$ cat src/rtl/mem_port_arbiter.sv
// mem_port_arbiter
// Arbitrates one single-port, fixed-latency unified memory between the
// instruction fetch (IF) stage and the data memory (MEM) stage of a 5-stage
// pipeline. Data accesses win arbitration. A starvation counter forces a fetch
// grant once STARVE_MAX data grants have been made while fetch was waiting.
//
// Ports:
//   clk_i, rst_i                    clock, asynchronous active-high reset
//   if_req_i/if_addr_i              fetch request (held until if_ready_o)
//   if_ready_o/if_data_o            fetch completion pulse and instruction
//   dm_read_i/dm_write_i/dm_addr_i/dm_wdata_i   data request
//   dm_ready_o/dm_rdata_o           data completion pulse and read data
//   mem_en_o/mem_we_o/mem_addr_o/mem_wdata_o    memory command (en = 1 cycle)
//   mem_rdata_i                     memory read data, valid MEM_LAT after issue
//   stall_o                         pipeline stall while any requester waits
//   err_o                           sticky: read and write requested together
//   perf_stall_o                    stall-cycle counter
//
// Optional feature: define MEM_PORT_ARBITER_PERF_EN to build the saturating
// 16-bit stall-cycle counter; otherwise perf_stall_o is tied to zero.
module mem_port_arbiter #(
  parameter int ADDR_W     = 32,
  parameter int DATA_W     = 32,
  parameter int MEM_LAT    = 2,
  parameter int STARVE_MAX = 4
) (
  input  logic              clk_i,
  input  logic              rst_i,
  input  logic              if_req_i,
  input  logic [ADDR_W-1:0] if_addr_i,
  output logic              if_ready_o,
  output logic [DATA_W-1:0] if_data_o,
  input  logic              dm_read_i,
  input  logic              dm_write_i,
  input  logic [ADDR_W-1:0] dm_addr_i,
  input  logic [DATA_W-1:0] dm_wdata_i,
  output logic              dm_ready_o,
  output logic [DATA_W-1:0] dm_rdata_o,
  output logic              mem_en_o,
  output logic              mem_we_o,
  output logic [ADDR_W-1:0] mem_addr_o,
  output logic [DATA_W-1:0] mem_wdata_o,
  input  logic [DATA_W-1:0] mem_rdata_i,
  output logic              stall_o,
  output logic              err_o,
  output logic [15:0]       perf_stall_o
);

  typedef enum logic [1:0] {
    IDLE   = 2'd0,
    BUSY_I = 2'd1,
    BUSY_D = 2'd2
  } state_t;

  localparam logic [3:0] LAT_C    = 4'(MEM_LAT);
  localparam logic [3:0] STARVE_C = 4'(STARVE_MAX);

  state_t            state_q, state_d;
  logic [3:0]        cnt_q, cnt_d;
  logic [3:0]        starve_q, starve_d;
  logic              en_q, en_d;
  logic              we_q, we_d;
  logic [ADDR_W-1:0] addr_q, addr_d;
  logic [DATA_W-1:0] wdata_q, wdata_d;
  logic [DATA_W-1:0] if_data_q, if_data_d;
  logic [DATA_W-1:0] dm_rdata_q, dm_rdata_d;
  logic              err_q, err_d;

  logic dm_req_s;
  logic if_done_s;
  logic dm_done_s;

  assign dm_req_s  = dm_read_i | dm_write_i;
  assign if_done_s = (state_q == BUSY_I) && (cnt_q == LAT_C);
  assign dm_done_s = (state_q == BUSY_D) && (cnt_q == LAT_C);

  // Arbitration, latency counting and command latching.
  always_comb begin
    state_d  = state_q;
    cnt_d    = cnt_q;
    starve_d = starve_q;
    en_d     = 1'b0;
    we_d     = we_q;
    addr_d   = addr_q;
    wdata_d  = wdata_q;
    case (state_q)
      IDLE: begin
        // Data wins unless fetch has already lost STARVE_MAX times in a row.
        if (dm_req_s && !(if_req_i && (starve_q == STARVE_C))) begin
          state_d = BUSY_D;
          en_d    = 1'b1;
          we_d    = dm_write_i;  // read+write together is treated as a write
          addr_d  = dm_addr_i;
          wdata_d = dm_wdata_i;
          cnt_d   = 4'd0;
          if (if_req_i) begin
            starve_d = starve_q + 4'd1;
          end else begin
            starve_d = starve_q;
          end
        end else if (if_req_i) begin
          state_d  = BUSY_I;
          en_d     = 1'b1;
          we_d     = 1'b0;
          addr_d   = if_addr_i;
          cnt_d    = 4'd0;
          starve_d = 4'd0;
        end else begin
          state_d = IDLE;
        end
      end
      BUSY_I, BUSY_D: begin
        // Completion cycle always returns to IDLE for one arbitration cycle.
        if (cnt_q == LAT_C) begin
          state_d = IDLE;
          cnt_d   = 4'd0;
        end else begin
          cnt_d = cnt_q + 4'd1;
        end
      end
      default: begin
        state_d = IDLE;
        cnt_d   = 4'd0;
      end
    endcase
  end

  // Read-data capture and sticky protocol error.
  always_comb begin
    if (if_done_s) begin
      if_data_d = mem_rdata_i;
    end else begin
      if_data_d = if_data_q;
    end
    // Writes complete with a ready pulse but leave the read data untouched.
    if (dm_done_s && !we_q) begin
      dm_rdata_d = mem_rdata_i;
    end else begin
      dm_rdata_d = dm_rdata_q;
    end
    err_d = err_q | (dm_read_i & dm_write_i);
  end

  // State and datapath registers.
  always_ff @(posedge clk_i or posedge rst_i) begin
    if (rst_i) begin
      state_q    <= IDLE;
      cnt_q      <= 4'd0;
      starve_q   <= 4'd0;
      en_q       <= 1'b0;
      we_q       <= 1'b0;
      addr_q     <= '0;
      wdata_q    <= '0;
      if_data_q  <= '0;
      dm_rdata_q <= '0;
      err_q      <= 1'b0;
    end else begin
      state_q    <= state_d;
      cnt_q      <= cnt_d;
      starve_q   <= starve_d;
      en_q       <= en_d;
      we_q       <= we_d;
      addr_q     <= addr_d;
      wdata_q    <= wdata_d;
      if_data_q  <= if_data_d;
      dm_rdata_q <= dm_rdata_d;
      err_q      <= err_d;
    end
  end

  // The data outputs pass mem_rdata_i through in the completion cycle.
  assign if_ready_o  = if_done_s;
  assign dm_ready_o  = dm_done_s;
  assign if_data_o   = if_data_d;
  assign dm_rdata_o  = dm_rdata_d;
  assign mem_en_o    = en_q;
  assign mem_we_o    = we_q;
  assign mem_addr_o  = addr_q;
  assign mem_wdata_o = wdata_q;
  assign err_o       = err_q;
  assign stall_o     = (if_req_i && !if_done_s) || (dm_req_s && !dm_done_s);

`ifdef MEM_PORT_ARBITER_PERF_EN
  logic [15:0] perf_q;

  // Saturating count of stalled cycles.
  always_ff @(posedge clk_i or posedge rst_i) begin
    if (rst_i) begin
      perf_q <= 16'd0;
    end else if (stall_o && (perf_q != 16'hFFFF)) begin
      perf_q <= perf_q + 16'd1;
    end else begin
      perf_q <= perf_q;
    end
  end

  assign perf_stall_o = perf_q;
`else
  assign perf_stall_o = 16'd0;
`endif

endmodule

$ cat config.mk
export PLATFORM = sky130hd
export DESIGN_NAME = mem_port_arbiter
export DESIGN_NICKNAME = d
export VERILOG_FILES = /design/src/rtl/mem_port_arbiter.sv
export SDC_FILE = /design/constraint.sdc
export NUM_CORES = 1
export LEC_CHECK = 0
export BUFFER_PORTS_ARGS = -buffer_cell sky130_fd_sc_hd__buf_2
export CAP_MARGIN = 20
export CORE_AREA = 2 2 153 155
export CTS_CLUSTER_DIAMETER = 120
export DETAILED_ROUTE_END_ITERATION = 8
export DIE_AREA = 0 0 155 157
export PLACE_DENSITY = 0.63
export SETUP_SLACK_MARGIN = 0.5
export SLEW_MARGIN = 20
export SYNTH_ARGS = -nofsm -noshare
export SYNTH_HDL_FRONTEND = slang
export SYNTH_SLANG_ARGS = --single-unit
$ cat constraint.sdc
create_clock -name clk_i -period 6.9 [get_ports clk_i]
set_clock_uncertainty 0.05 [all_clocks]
set_input_delay 1.035 -clock clk_i [delete_from_list [all_inputs] [get_ports clk_i]]
set_output_delay 1.035 -clock clk_i [all_outputs]
set_load 0.005 [all_outputs]
==> flow_summary.toml <==
[floorplan]
initial_core_util_pct = 26.8
core_area_mm2 = 0.0225
io_pins = 283
die_area_mm2 = 0.0243
die_h_um = 157
rows = 55
die_x_um = 155

[cells_and_area]
final_common_cell = "buf_2"
final_cells = 1034
nets = 874
nFillCells = 2256
drive_gt1_share_pct = 50.6
syn2layout_area_growth_pct = 35.2
finish.utilization_pct = 36.3
final_cell_mix = "buf_2, dfrtp_1, mux2_2"

[sta]
fin_hold_ws_ns = 0.403
final_hold_viol_count = 0
layout_min_cycle_time_ns = 3.49
fmax_mhz = 286
tns_ns = 0
max_slew_margin_pct = 41.5
worst_pin_slew_ns = 0.877
slew_viol_final = 0
fin_crit_sh_pct = 50.6
rsz0062_at_grt = "false"
setup_violations = 0

[power_and_ir_drop]
ir_worst_vdd_v = 0.000154
power_density_mw_per_mm2 = 438
p_sw_mw = 1.15
p_comb_share_pct = 34.7
p_int_mw = 2.43
p_leak_nw = 4.13
power.share.clock_pct = 26.3
pwr-share-seq_pct = 39.0
swShare_pct = 32.0

[job]
cap_violations = 0

[drt]
drc_errors = 0
routed_wirelength_um = 15600
dr_total_vias = 4629
detail_route.wl_per_cell_um = 15.0
drt_iter0_markers = 145
dr.pass1.iters = 5
via_per_inst = 4.48
antenna_left = 0

[synthesis]
async_flop_share_pct = 100
seq_area_frac_synth_pct = 58.4
synth_top_cell_by_area = "dfrtp_1"
ys_types = 39
synth_top_area_share_pct = 58.4
ys.flop_type = "dfrtp_1"
syn-cell-area_mm2 = 0.00604
synthTopCellsByArea = "dfrtp_1, mux2_2, mux2_1, a31oi_1, o21ai_0"
yosys_warnings = 0
synth-seq-cells = 141
syn-mean-instance-area_um2 = 12.7
syn_inst = 476
synth-edff-count = 0

[clocking]
insertion_delay_ns = 0.42
cts_buffer_depth = 2
clkSinkCount = 141
ctsResizeCount = 0
cts_buffers = 17
post_cts_buffers = 0
cts_tree = "built"
clk_pin_slew_ns = 0.06
root_buffer = "clkbuf_16"
cts_hold_buf = 0
h-tree-depth = 4

[setup_path]
crit_type = "reg -> out"
crit_fanout = 32
cp-end-kind = "output pin"
critPathLaunchType = "flop"
arrival_ns = 2.41
max_stage_delay_ns = 0.43
critPathSlowestCell = "dfrtp_1"
path_cells = "inv_1 > ha_1 > nand2b_4 > nor4b_4 > buf_4 > mux2_1 > buf_2"
crit_required_ns = 5.81

[run_status]
status = "finished, final reports clean"

[global_route]
gr-usage-all-layers_pct = 12.8
antenna_found_initial = 3
grt_pass1_wl_um = 24200
grt_pass1_vias = 4649
grt_start_max_net_pins = 75
grt_overflow = 0

[hold_path]
hp-class = "reg -> reg"

[placed_design]
dp_hpwl_um = 11200
routabilityCongestion = 0.749
io_buffers = 266
dp.cells = 1000
-- power groups by stage --
stage	logic (mW)	clock network, mW	registers [mW]
final	1.24	0.939	1.39
after global routing	1.38	1.02	1.44
after CTS	1.27	0.980	1.40
after detailed placement	1.27	0	1.41
after global placement	1.25	0	1.40
after floorplan	0.701	0	1.40
-- per-stage QoR --
stage	instance area [um2]	total power, mW	setup WS (ns)
floorplan	6100	2.10	2.03
global placement	7540	2.64	3.34
global route	8170	3.84	3.25
finish	8170	3.58	3.41
CTS	8150	3.65	3.37
detailed placement	7540	2.68	3.30
-- cell usage after synthesis, types with 2 or more instances --
library cell,number
a21o_1,3
a31oi_1,33
buf_2,8
buf_4,22
buf_6,3
clkbuf_1,15
dfrtp_1,141
ha_1,7
inv_1,8
mux2_1,33
mux2_2,64
mux2i_1,2
nand2_1,6
nand2b_1,2
nand3_1,35
nor2_1,33
o21ai_0,36
o21ai_1,2
o31ai_1,3
-- final cells by class --
type | instances | area (um2) | share of cell area (%)
sequential | 141 | 3530 | 43.2
clock buffer | 19 | 453 | 5.55
timing repair buffer | 272 | 1380 | 16.9
clock inverter | 13 | 155 | 1.90
antenna | 2 | 5.00 | 0.0613
inverter | 8 | 35.0 | 0.429
multi-input combinational | 294 | 2260 | 27.6
tap | 285 | 357 | 4.37
-- registers in the layout (all words and copies together), names as in the netlist --
register,flops
mem_wdata_o,32
if_data_q,32
state_q,2
err_o,1
mem_en_o,1
mem_addr_o,32
dm_rdata_q,32
mem_we_o,1
cnt_q,4
starve_q,4
-- path summary, 6_finish.rpt --
kind / slack (ns) / cells past startpoint / from / to
max: 3.41 / 7 / cnt_q[0]$_DFFE_PP0P_ / dm_rdata_o[14]
min: 0.40 / 1 / err_o$_DFF_PP0_ / err_o$_DFF_PP0_
max reg2reg: 4.42 / 5 / starve_q[0]$_DFFE_PP0P_ / mem_wdata_o[30]$_DFFE_PP0P_
min reg2reg: 0.40 / 1 / err_o$_DFF_PP0_ / err_o$_DFF_PP0_
max in group asynchronous: 4.75 / 3 / rst_i / if_data_q[31]$_DFF_PP0_
min in group asynchronous: 0.69 / 2 / rst_i / dm_rdata_q[5]$_DFF_PP0_
-- worst max-delay path, delay by kind of cell, from the launching register on --
kind | cells | cell delay [ns]
adder cells (fa/ha/maj) | 1 | 0.18
flip-flops | 1 | 0.43
multiplexers | 1 | 0.41
AND/OR/NAND/NOR | 2 | 0.30
buffers and inverters | 3 | 0.63
-- cell families after synthesis --
group                    share of synthesized area, %
buffers and inverters                            5.39
flip-flops                                       58.4
AND/OR/NAND/NOR                                  8.14
multiplexers                                     18.4
adder cells (fa/ha/maj)                          1.45
other                                          0.0621
AO/OA/AOI/OAI                                    8.12
-- per-layer routing --
metal	global-route usage (%)	up-vias	wire length (um)
met5	0	-	16
met4	4.76	2	261
met3	5.20	15	1350
met2	22.1	207	7670
met1	14.1	2219	6260
li1	-	2186	-
Power figures use the tool's default switching activity.
